`config.mk`:
```
export PLATFORM = sky130hd
export DESIGN_NAME = weight_mem_arbiter
export DESIGN_NICKNAME = d
export VERILOG_FILES = /design/src/rtl/weight_mem_arbiter.sv
export SDC_FILE = /design/constraint.sdc
export NUM_CORES = 1
export LEC_CHECK = 0
export CAP_MARGIN = 20
export CORE_AREA = 5 5 98 109
export CTS_CLUSTER_DIAMETER = 200
export DETAILED_ROUTE_END_ITERATION = 10
export DIE_AREA = 0 0 103 114
export DONT_BUFFER_PORTS = 1
export GPL_TIMING_DRIVEN = 0
export PLACE_DENSITY = 0.47
export REMOVE_ABC_BUFFERS = 1
export SYNTH_ARGS = -nofsm -noshare
export SYNTH_HDL_FRONTEND = slang
export SYNTH_SLANG_ARGS = --single-unit
export TNS_END_PERCENT = 100
```
`constraint.sdc`:
```
create_clock -name clk -period 4.75 [get_ports clk]
set_input_delay 0.7125 -clock clk [delete_from_list [all_inputs] [get_ports clk]]
set_output_delay 0.7125 -clock clk [all_outputs]
set_load 0.02 [all_outputs]
```
`src/rtl/weight_mem_arbiter.sv`:
```
// Burst arbiter sharing the single-port weight RAM between LD(0), FP(1) and BP(2).
// Round-robin by default; define WARB_FIXED_PRIO_EN for fixed priority BP > FP > LD.
module weight_mem_arbiter #(
    parameter int ADDR_W  = 10,
    parameter int DATA_W  = 16,
    parameter int MEM_LAT = 2
) (
    input  logic                  clk,
    input  logic                  rst_l,
    input  logic [2:0]            req,
    input  logic [2:0]            we,
    input  logic [3*ADDR_W-1:0]   base_addr,
    input  logic [3*8-1:0]        burst_len,
    input  logic [3*DATA_W-1:0]   wdata,
    output logic [2:0]            gnt,
    output logic [2:0]            ack,
    output logic [2:0]            rvalid,
    output logic [DATA_W-1:0]     rdata,
    output logic                  busy,
    output logic                  mem_en,
    output logic                  mem_we,
    output logic [ADDR_W-1:0]     mem_addr,
    output logic [DATA_W-1:0]     mem_wdata,
    input  logic [DATA_W-1:0]     mem_rdata
);
    typedef enum logic [1:0] {S_IDLE = 2'd0, S_BURST = 2'd1, S_DRAIN = 2'd2} state_t;

    state_t            r_state;
    state_t            w_state_next;
    logic [1:0]        r_owner;
    logic [2:0]        r_gnt;
    logic              r_we;
    logic [ADDR_W-1:0] r_base;
    logic [7:0]        r_len;
    logic [7:0]        r_beat;
    logic [2:0]        r_drain;
    logic [2:0]        r_pipe [MEM_LAT];

    logic [ADDR_W-1:0] w_base_arr  [3];
    logic [7:0]        w_len_arr   [3];
    logic [DATA_W-1:0] w_wdata_arr [3];
    logic              w_pick_vld;
    logic [1:0]        w_pick;
    logic              w_last_beat;
    logic              w_drain_done;

    genvar gi;
    generate
        for (gi = 0; gi < 3; gi++) begin : g_slice
            assign w_base_arr[gi]  = base_addr[gi*ADDR_W +: ADDR_W];
            assign w_len_arr[gi]   = burst_len[gi*8 +: 8];
            assign w_wdata_arr[gi] = wdata[gi*DATA_W +: DATA_W];
        end
    endgenerate

`ifdef WARB_FIXED_PRIO_EN
    always_comb begin
        w_pick_vld = |req;
        w_pick     = 2'd0;
        if (req[2])
            w_pick = 2'd2;
        else if (req[1])
            w_pick = 2'd1;
    end
`else
    logic [1:0] r_last_owner;
    logic [1:0] w_order [3];

    // Search order starts just above the last owner, so it ends up lowest priority.
    always_comb begin
        case (r_last_owner)
            2'd0:    w_order = '{2'd1, 2'd2, 2'd0};
            2'd1:    w_order = '{2'd2, 2'd0, 2'd1};
            default: w_order = '{2'd0, 2'd1, 2'd2};
        endcase
        w_pick_vld = |req;
        w_pick     = w_order[0];
        for (int k = 2; k >= 0; k--) begin
            if (req[w_order[k]])
                w_pick = w_order[k];
        end
    end

    always_ff @(posedge clk or negedge rst_l) begin
        if (!rst_l)
            r_last_owner <= 2'd2;
        else if (r_state == S_IDLE && w_pick_vld)
            r_last_owner <= w_pick;
    end
`endif

    assign w_last_beat  = (r_beat == r_len);
    assign w_drain_done = (r_drain == 3'(MEM_LAT - 1));

    always_ff @(posedge clk or negedge rst_l) begin
        if (!rst_l)
            r_state <= S_IDLE;
        else
            r_state <= w_state_next;
    end

    always_comb begin
        w_state_next = r_state;
        gnt          = r_gnt;
        busy         = (r_state != S_IDLE);
        ack          = 3'b000;
        mem_en       = 1'b0;
        mem_we       = 1'b0;
        mem_addr     = '0;
        mem_wdata    = '0;
        case (r_state)
            S_IDLE: begin
                if (w_pick_vld)
                    w_state_next = S_BURST;
            end
            S_BURST: begin
                mem_en    = 1'b1;
                mem_we    = r_we;
                mem_addr  = r_base + ADDR_W'(r_beat);
                mem_wdata = w_wdata_arr[r_owner];
                ack       = r_gnt;
                if (w_last_beat)
                    w_state_next = r_we ? S_IDLE : S_DRAIN;
            end
            S_DRAIN: begin
                if (w_drain_done)
                    w_state_next = S_IDLE;
            end
            default: w_state_next = S_IDLE;
        endcase
    end

    always_ff @(posedge clk or negedge rst_l) begin
        if (!rst_l) begin
            r_owner <= 2'd0;
            r_gnt   <= 3'b000;
            r_we    <= 1'b0;
            r_base  <= '0;
            r_len   <= 8'd0;
            r_beat  <= 8'd0;
            r_drain <= 3'd0;
        end else begin
            case (r_state)
                S_IDLE: begin
                    if (w_pick_vld) begin
                        r_owner <= w_pick;
                        r_gnt   <= 3'b001 << w_pick;
                        r_we    <= we[w_pick];
                        r_base  <= w_base_arr[w_pick];
                        r_len   <= w_len_arr[w_pick];
                        r_beat  <= 8'd0;
                    end
                end
                S_BURST: begin
                    r_beat  <= r_beat + 8'd1;
                    r_drain <= 3'd0;
                    if (w_last_beat && r_we)
                        r_gnt <= 3'b000;
                end
                S_DRAIN: begin
                    r_drain <= r_drain + 3'd1;
                    if (w_drain_done)
                        r_gnt <= 3'b000;
                end
                default: r_gnt <= 3'b000;
            endcase
        end
    end

    // Owner tag of each outstanding read travels alongside the RAM latency.
    always_ff @(posedge clk or negedge rst_l) begin
        if (!rst_l) begin
            for (int k = 0; k < MEM_LAT; k++)
                r_pipe[k] <= 3'b000;
        end else begin
            r_pipe[0] <= (r_state == S_BURST && !r_we) ? r_gnt : 3'b000;
            for (int k = 1; k < MEM_LAT; k++)
                r_pipe[k] <= r_pipe[k-1];
        end
    end

    assign rvalid = r_pipe[MEM_LAT-1];
    assign rdata  = (|r_pipe[MEM_LAT-1]) ? mem_rdata : '0;

endmodule
```
==> results.toml, run 1 <==
[status]
outcome = "completed"

[finish]
drive_above_1_share = 0.05469
final_core_util = 0.3601
area_growth_pct = 6.801
diodes = 0
nets = 524

[drt]
vias = 2722
drtAntennaViolNets = 0
wl_um = 8969
met2_length_um = 4525
drc = 0
via_per_inst = 5.401
wl_met1_um = 3637
routed.top_layer = "met4"
dr.pass1.iters = 4
wl_per_cell_um = 17.80
drt-initial-drc-count = 70
met3_length_um = 703

[power_and_ir_drop]
power_frac_comb = 0.571
sequentialPowerShare = 0.301
netSwitchingPower_uw = 1154
switching_share = 0.5060
powerDensity_mw_per_mm2 = 659.6
leakage_uw = 0.001497
internal_power_uw = 1127
pwr-share-clk = 0.128
peakVddDrop_uv = 158.1

[critical_path]
path_cells = "inv_1 > ha_1 > clkinv_1 > a211oi_1"
worstPathRequired_ns = 4.04
critical-path-top-delay-family = "buffers and inverters"
path_max_fanout = 27
start_kind = "register"
r2r-start = "r_state[1]"
cp_slowest_cell = "clkinv_1"
crit_path_end_kind = "primary output"
cp-startpoint = "r_state[1]"
cpPeakStageDelay_ns = 1.00
path_buf_inv = 2
path_class = "reg2out"
worst_ep_arrival_time_ns = 3.58

[yosys]
synth_top_area_frac = 0.3323
yosysWarningCount = 0
postSynthAreaPerCell_um2 = 8.198
synth_seq_area_share = 0.3404
yosysMostFrequentCell = "nor2_1"
syn-instance-count = 395
syn_area_mm2 = 0.003238
synth.distinct_cells = 44
synth_edf_count = 0
synth_common_cells = "nor2_1, dfrtp_1, a21oi_1, o21ai_0, nand2_1"
yosys_register_bits = 44
synth_area_leaders = "dfrtp_1, a21oi_1, mux2i_1"
async_flop_share = 1.000
yosys_most_used_dff = "dfrtp_1"
synth_top_cell_by_area = "dfrtp_1"

[grt]
grt_pass1_wl_um = 12980
grt_use_total = 0.1425
grt_antenna_before_repair = 0
grt_max_degree = 45
overflow = 0
grt_pass1_vias = 2591

[cts]
cts_buffers = 5
path_clk_slew_ns = 0.08
cts.repair.resized = 0
postCtsHoldBufs = 0
h-tree-depth = 2
clk_path_buf_depth = 2
cts_sinks = 44
postCtsSetupBuffers = 0
cts_tree = "built"
clk_latency_ns = 0.30
cts.root.buffer_cell = "clkbuf_8"

[sta]
final-setup-viol-count = 0
slew_headroom = 0.3189
rsz0062_at_grt = "no"
timing.final.crit_period_ns = 4.291
tightest_slew_ns = 1.022
period_share = 0.9034
finalHoldViolCount = 0
holdWs_ns = 0.09757
clock_skew_ns = 0.007941
drv_slew = 0
max_freq_mhz = 233.0

[min_path]
hp-class = "in2async"

[die]
die_h_um = 114
initial_core_util = 0.3372
placementRows = 38
fp.coreArea_mm2 = 0.009604
die_x_um = 103
die_area_mm2 = 0.01174
pin_count = 180

[placement]
hpwl_um = 6918
io_buffers = 0
place_congestion = 0.7301

[run]
maxCapViolCount = 0
-- worst reg2reg max path, cell delays in order, from the launching register on --
cell      delay, ns
dfrtp_1        0.40
inv_1          0.10
ha_1           0.84
clkinv_1       1.00
o21ai_0        0.74
nand4_1        0.18
xor2_1         0.17
nor2_1         0.09
-- per-stage QoR --
step | cells | setup TNS [ns] | power [µW] | setup slack, ns | cell area [µm²]
floorplan | 371 | 0 | 1689 | 0.4420 | 3120
global placement | 491 | -17.14 | 1956 | -1.623 | 3271
detailed placement | 495 | 0 | 2024 | 0.6650 | 3339
CTS | 503 | 0 | 2322 | 0.3307 | 3447
global route | 504 | 0 | 2493 | 0.1445 | 3458
finish | 504 | 0 | 2281 | 0.4586 | 3458
-- power groups by stage --
stage	Combinational [µW]	Sequential, µW	Clock (µW)
finish	1300	687	291
global route	1470	710	314
CTS	1330	691	303
detailed placement	1330	699	0
global placement	1260	696	0
floorplan	1040	653	0
-- layout by cell type, fill, tap and decap left out, drive strengths merged, types with 2 or more instances in the layout --
master,instances
a22o,21
nor3,6
o22ai,3
and3,2
nand3,4
o21ai,38
and2,9
inv,19
a211oi,5
a21oi,40
nor2b,21
mux2,2
nor2,49
o31ai,2
a31oi,2
nand3b,2
nand4,5
ha,14
nand2,30
clkbuf,6
dfrtp,43
nor3b,2
buf,5
clkinv,2
xor2,2
nand2b,6
mux2i,20
o21bai,2
o2bb2ai,3
xnor2,9
-- cell families after synthesis --
logic type / after synthesis / synth area share
AO/OA/AOI/OAI: 121 / 0.2369
XOR/XNOR: 11 / 0.02976
adder cells (fa/ha/maj): 15 / 0.06028
buffers and inverters: 44 / 0.05950
flip-flops: 44 / 0.3404
multiplexers: 22 / 0.06878
AND/OR/NAND/NOR: 138 / 0.2044
-- metal layers --
layer	up-vias	track usage
li1	1354	-
met1	1251	0.1702
met2	111	0.2559
met3	6	0.02508
met4	0	0.04404
met5	-	0
-- registers in the layout (all words and copies together), names as in the netlist --
| signal | cells |
|---|---|
| rvalid | 3 |
| r_drain | 3 |
| r_beat | 8 |
| gnt | 3 |
| r_last_owner | 2 |
| r_state | 2 |
| r_len | 8 |
| r_we | 1 |
| r_owner | 1 |
| r_pipe | 3 |
| r_base | 10 |
-- final timing paths --
check / end / slack (ns) / depth (start not counted)
worst min-delay path: r_base[2] / 0.1 / 0
max in group asynchronous: r_last_owner[1] / 4.46 / 0
worst min register to register: rvalid[0] / 0.35 / 0
worst max register to register: r_beat[6] / 1.17 / 7
min in group clk: rvalid[0] / 0.35 / 0
worst max-delay path: mem_addr[5] / 0.46 / 4
-- final cells by class --
cell class                      instances  area (µm²)
Fill cell                             996        6146
Tap cell                              120       150.1
Sequential cell                        44        1102
Timing Repair Buffer                    5       63.81
Inverter                               20       75.07
Multi-Input combinational cell        307        1959
Clock inverter                          2       35.03
Clock buffer                            6       72.57
(Power assumes the default switching activity.)
==> run 2: changes to the inputs <==
--- a/config.mk
+++ b/config.mk
@@ -13,7 +13,6 @@
 export DONT_BUFFER_PORTS = 1
 export GPL_TIMING_DRIVEN = 0
 export PLACE_DENSITY = 0.47
-export REMOVE_ABC_BUFFERS = 1
 export SYNTH_ARGS = -nofsm -noshare
 export SYNTH_HDL_FRONTEND = slang
 export SYNTH_SLANG_ARGS = --single-unit
==> results.toml, run 2 (same netlist as run 1, synthesis figures left out) <==
[grt]
met3_usage = 0.02141
grt_antenna_before_repair = 0
use_met1 = 0.1917
grt_use_total = 0.1651
grt_pass1_wl_um = 14860
overflow = 0
grt_pass1_vias = 2901
grt_max_degree = 45
grt_use_met2 = 0.3149
top_usage_layer = "met2"

[finish]
fillerInstances = 1001
area_growth_pct = 7.419
top_register = "r_base"
diodes = 0
stdcell_area_mm2 = 0.003478
final_common_cell = "nor2_1"
drive_above_1_share = 0.06452
largest_reg_flops = 10
final_cell_mix = "nor2_1, dfrtp_1, a21oi_1"
nets = 543
reg.largest.list = "r_base: 10 flops, r_beat: 8 flops, r_len: 8 flops"

[power_and_ir_drop]
pwr-share-clk = 0.105
leakage_uw = 0.001518
netSwitchingPower_uw = 1210
powerDensity_mw_per_mm2 = 656.5
switching_share = 0.5299
peakVddDrop_uv = 291.2
power_frac_comb = 0.617
internal_power_uw = 1074
sequentialPowerShare = 0.279

[cts]
cts.root.buffer_cell = "clkbuf_8"
cts_buffers = 5
path_clk_slew_ns = 0.09
postCtsSetupBuffers = 0
postCtsHoldBufs = 0
cts.repair.resized = 0
h-tree-depth = 2
clk_latency_ns = 0.30
cts_tree = "built"
cts_sinks = 44
clk_path_buf_depth = 2

[drt]
vias = 2865
wl_per_cell_um = 19.15
dr.pass1.iters = 4
via_per_inst = 5.478
drt-initial-drc-count = 88
drtAntennaViolNets = 0
drc = 0
wl_um = 10020

[critical_path]
path_max_fanout = 6
worstPathRequired_ns = 4.04
crit_path_end_kind = "primary output"
path_cells = "ha_1 > inv_1 > fa_1 > nor2b_1 > o21ai_0 > a21oi_1 > nor3_1 > nor3_1"
cp_slowest_cell = "nor3_1"
cpMostUsedCell = "nor3_1"
cpPeakStageDelay_ns = 0.52
critical-path-top-delay-family = "simple AND/OR/NAND/NOR gates"
path_buf_inv = 1
start_kind = "register"
path_class = "reg2out"
worst_ep_arrival_time_ns = 2.58

[placement]
place_congestion = 0.8184
place_area_mm2 = 0.003388
io_buffers = 0
hpwl_um = 8330

[die]
initial_core_util = 0.3372
die_x_um = 103
die_area_mm2 = 0.01174
fp.coreArea_mm2 = 0.009604
die_h_um = 114
placementRows = 38
pin_count = 180

[status]
outcome = "completed"

[sta]
final-setup-viol-count = 0
holdWs_ns = 0.09767
slew_headroom = 0.5148
clock_skew_ns = 0.01468
finalHoldViolCount = 0
tightest_slew_ns = 0.7234
rsz0062_at_grt = "no"
timing.final.crit_period_ns = 3.290
drv_slew = 0
final.setup.tns_ns = 0
max_freq_mhz = 304.0
period_share = 0.6926

[yosys]
syn_nets = 536

[run]
maxCapViolCount = 0

[min_path]
hp-class = "in2async"
run 2: cell types whose count changed in the layout (fill, tap and decap cells not counted), sizes merged:
| cell | delta |
|---|---|
| clkbuf | +12 |
| buf | +6 |
| clkinvlp | +1 |
| inv | +1 |
| bufinv | -1 |
run 2: layer usage:
layer  routed length, µm  vias up
li1                    -     1393
met1                4032     1318
met2                5198      150
met3                 702        4
met4                  84        0
met5                   0        -
run 2: path summary, 6_finish.rpt:
| kind | endpoint | start | depth (start not counted) | slack [ns] |
|---|---|---|---|---|
| setup / recovery | mem_addr[6] | r_beat[0] | 8 | 1.46 |
| min in group clk | rvalid[0] | r_pipe[3] | 0 | 0.35 |
| hold reg to reg | rvalid[0] | r_pipe[3] | 0 | 0.35 |
| max in group asynchronous | r_last_owner[1] | rst_l | 0 | 4.46 |
| hold / removal | r_base[7] | rst_l | 0 | 0.1 |
| setup reg to reg | r_beat[6] | r_state[1] | 7 | 2.37 |
run 2: area by class of cell:
| class | instances | area [µm²] | share of cell area |
|---|---|---|---|
| buffer | 24 | 117.6 | 0.03381 |
| clock buffer | 5 | 68.82 | 0.01978 |
| clock inverter | 3 | 21.27 | 0.006115 |
| inverter | 20 | 75.07 | 0.02158 |
| multi-input combinational | 307 | 1943 | 0.5586 |
| sequential | 44 | 1102 | 0.3169 |
| tap | 120 | 150.1 | 0.04317 |
run 2: power by group through the flow:
stage               Clock, µW  Combinational (µW)  Sequential (µW)
floorplan                   0                1140              607
CTS                       248                1430              639
global route              264                1580              657
detailed placement          0                1430              646
global placement            0                1410              646
finish                    239                1410              636
run 2: per-stage QoR:
step | utilization | cells | worst slack (ns) | power, µW
3_3_place_gp | 0.3528 | 515 | 1.776 | 2060
3_5_place_dp | 0.3528 | 515 | 1.771 | 2074
2_1_floorplan | - | 395 | 2.057 | 1745
6_report | 0.3622 | 523 | 1.460 | 2284
4_1_cts | 0.3622 | 523 | 1.429 | 2318
5_1_grt | 0.3622 | 523 | 1.264 | 2499
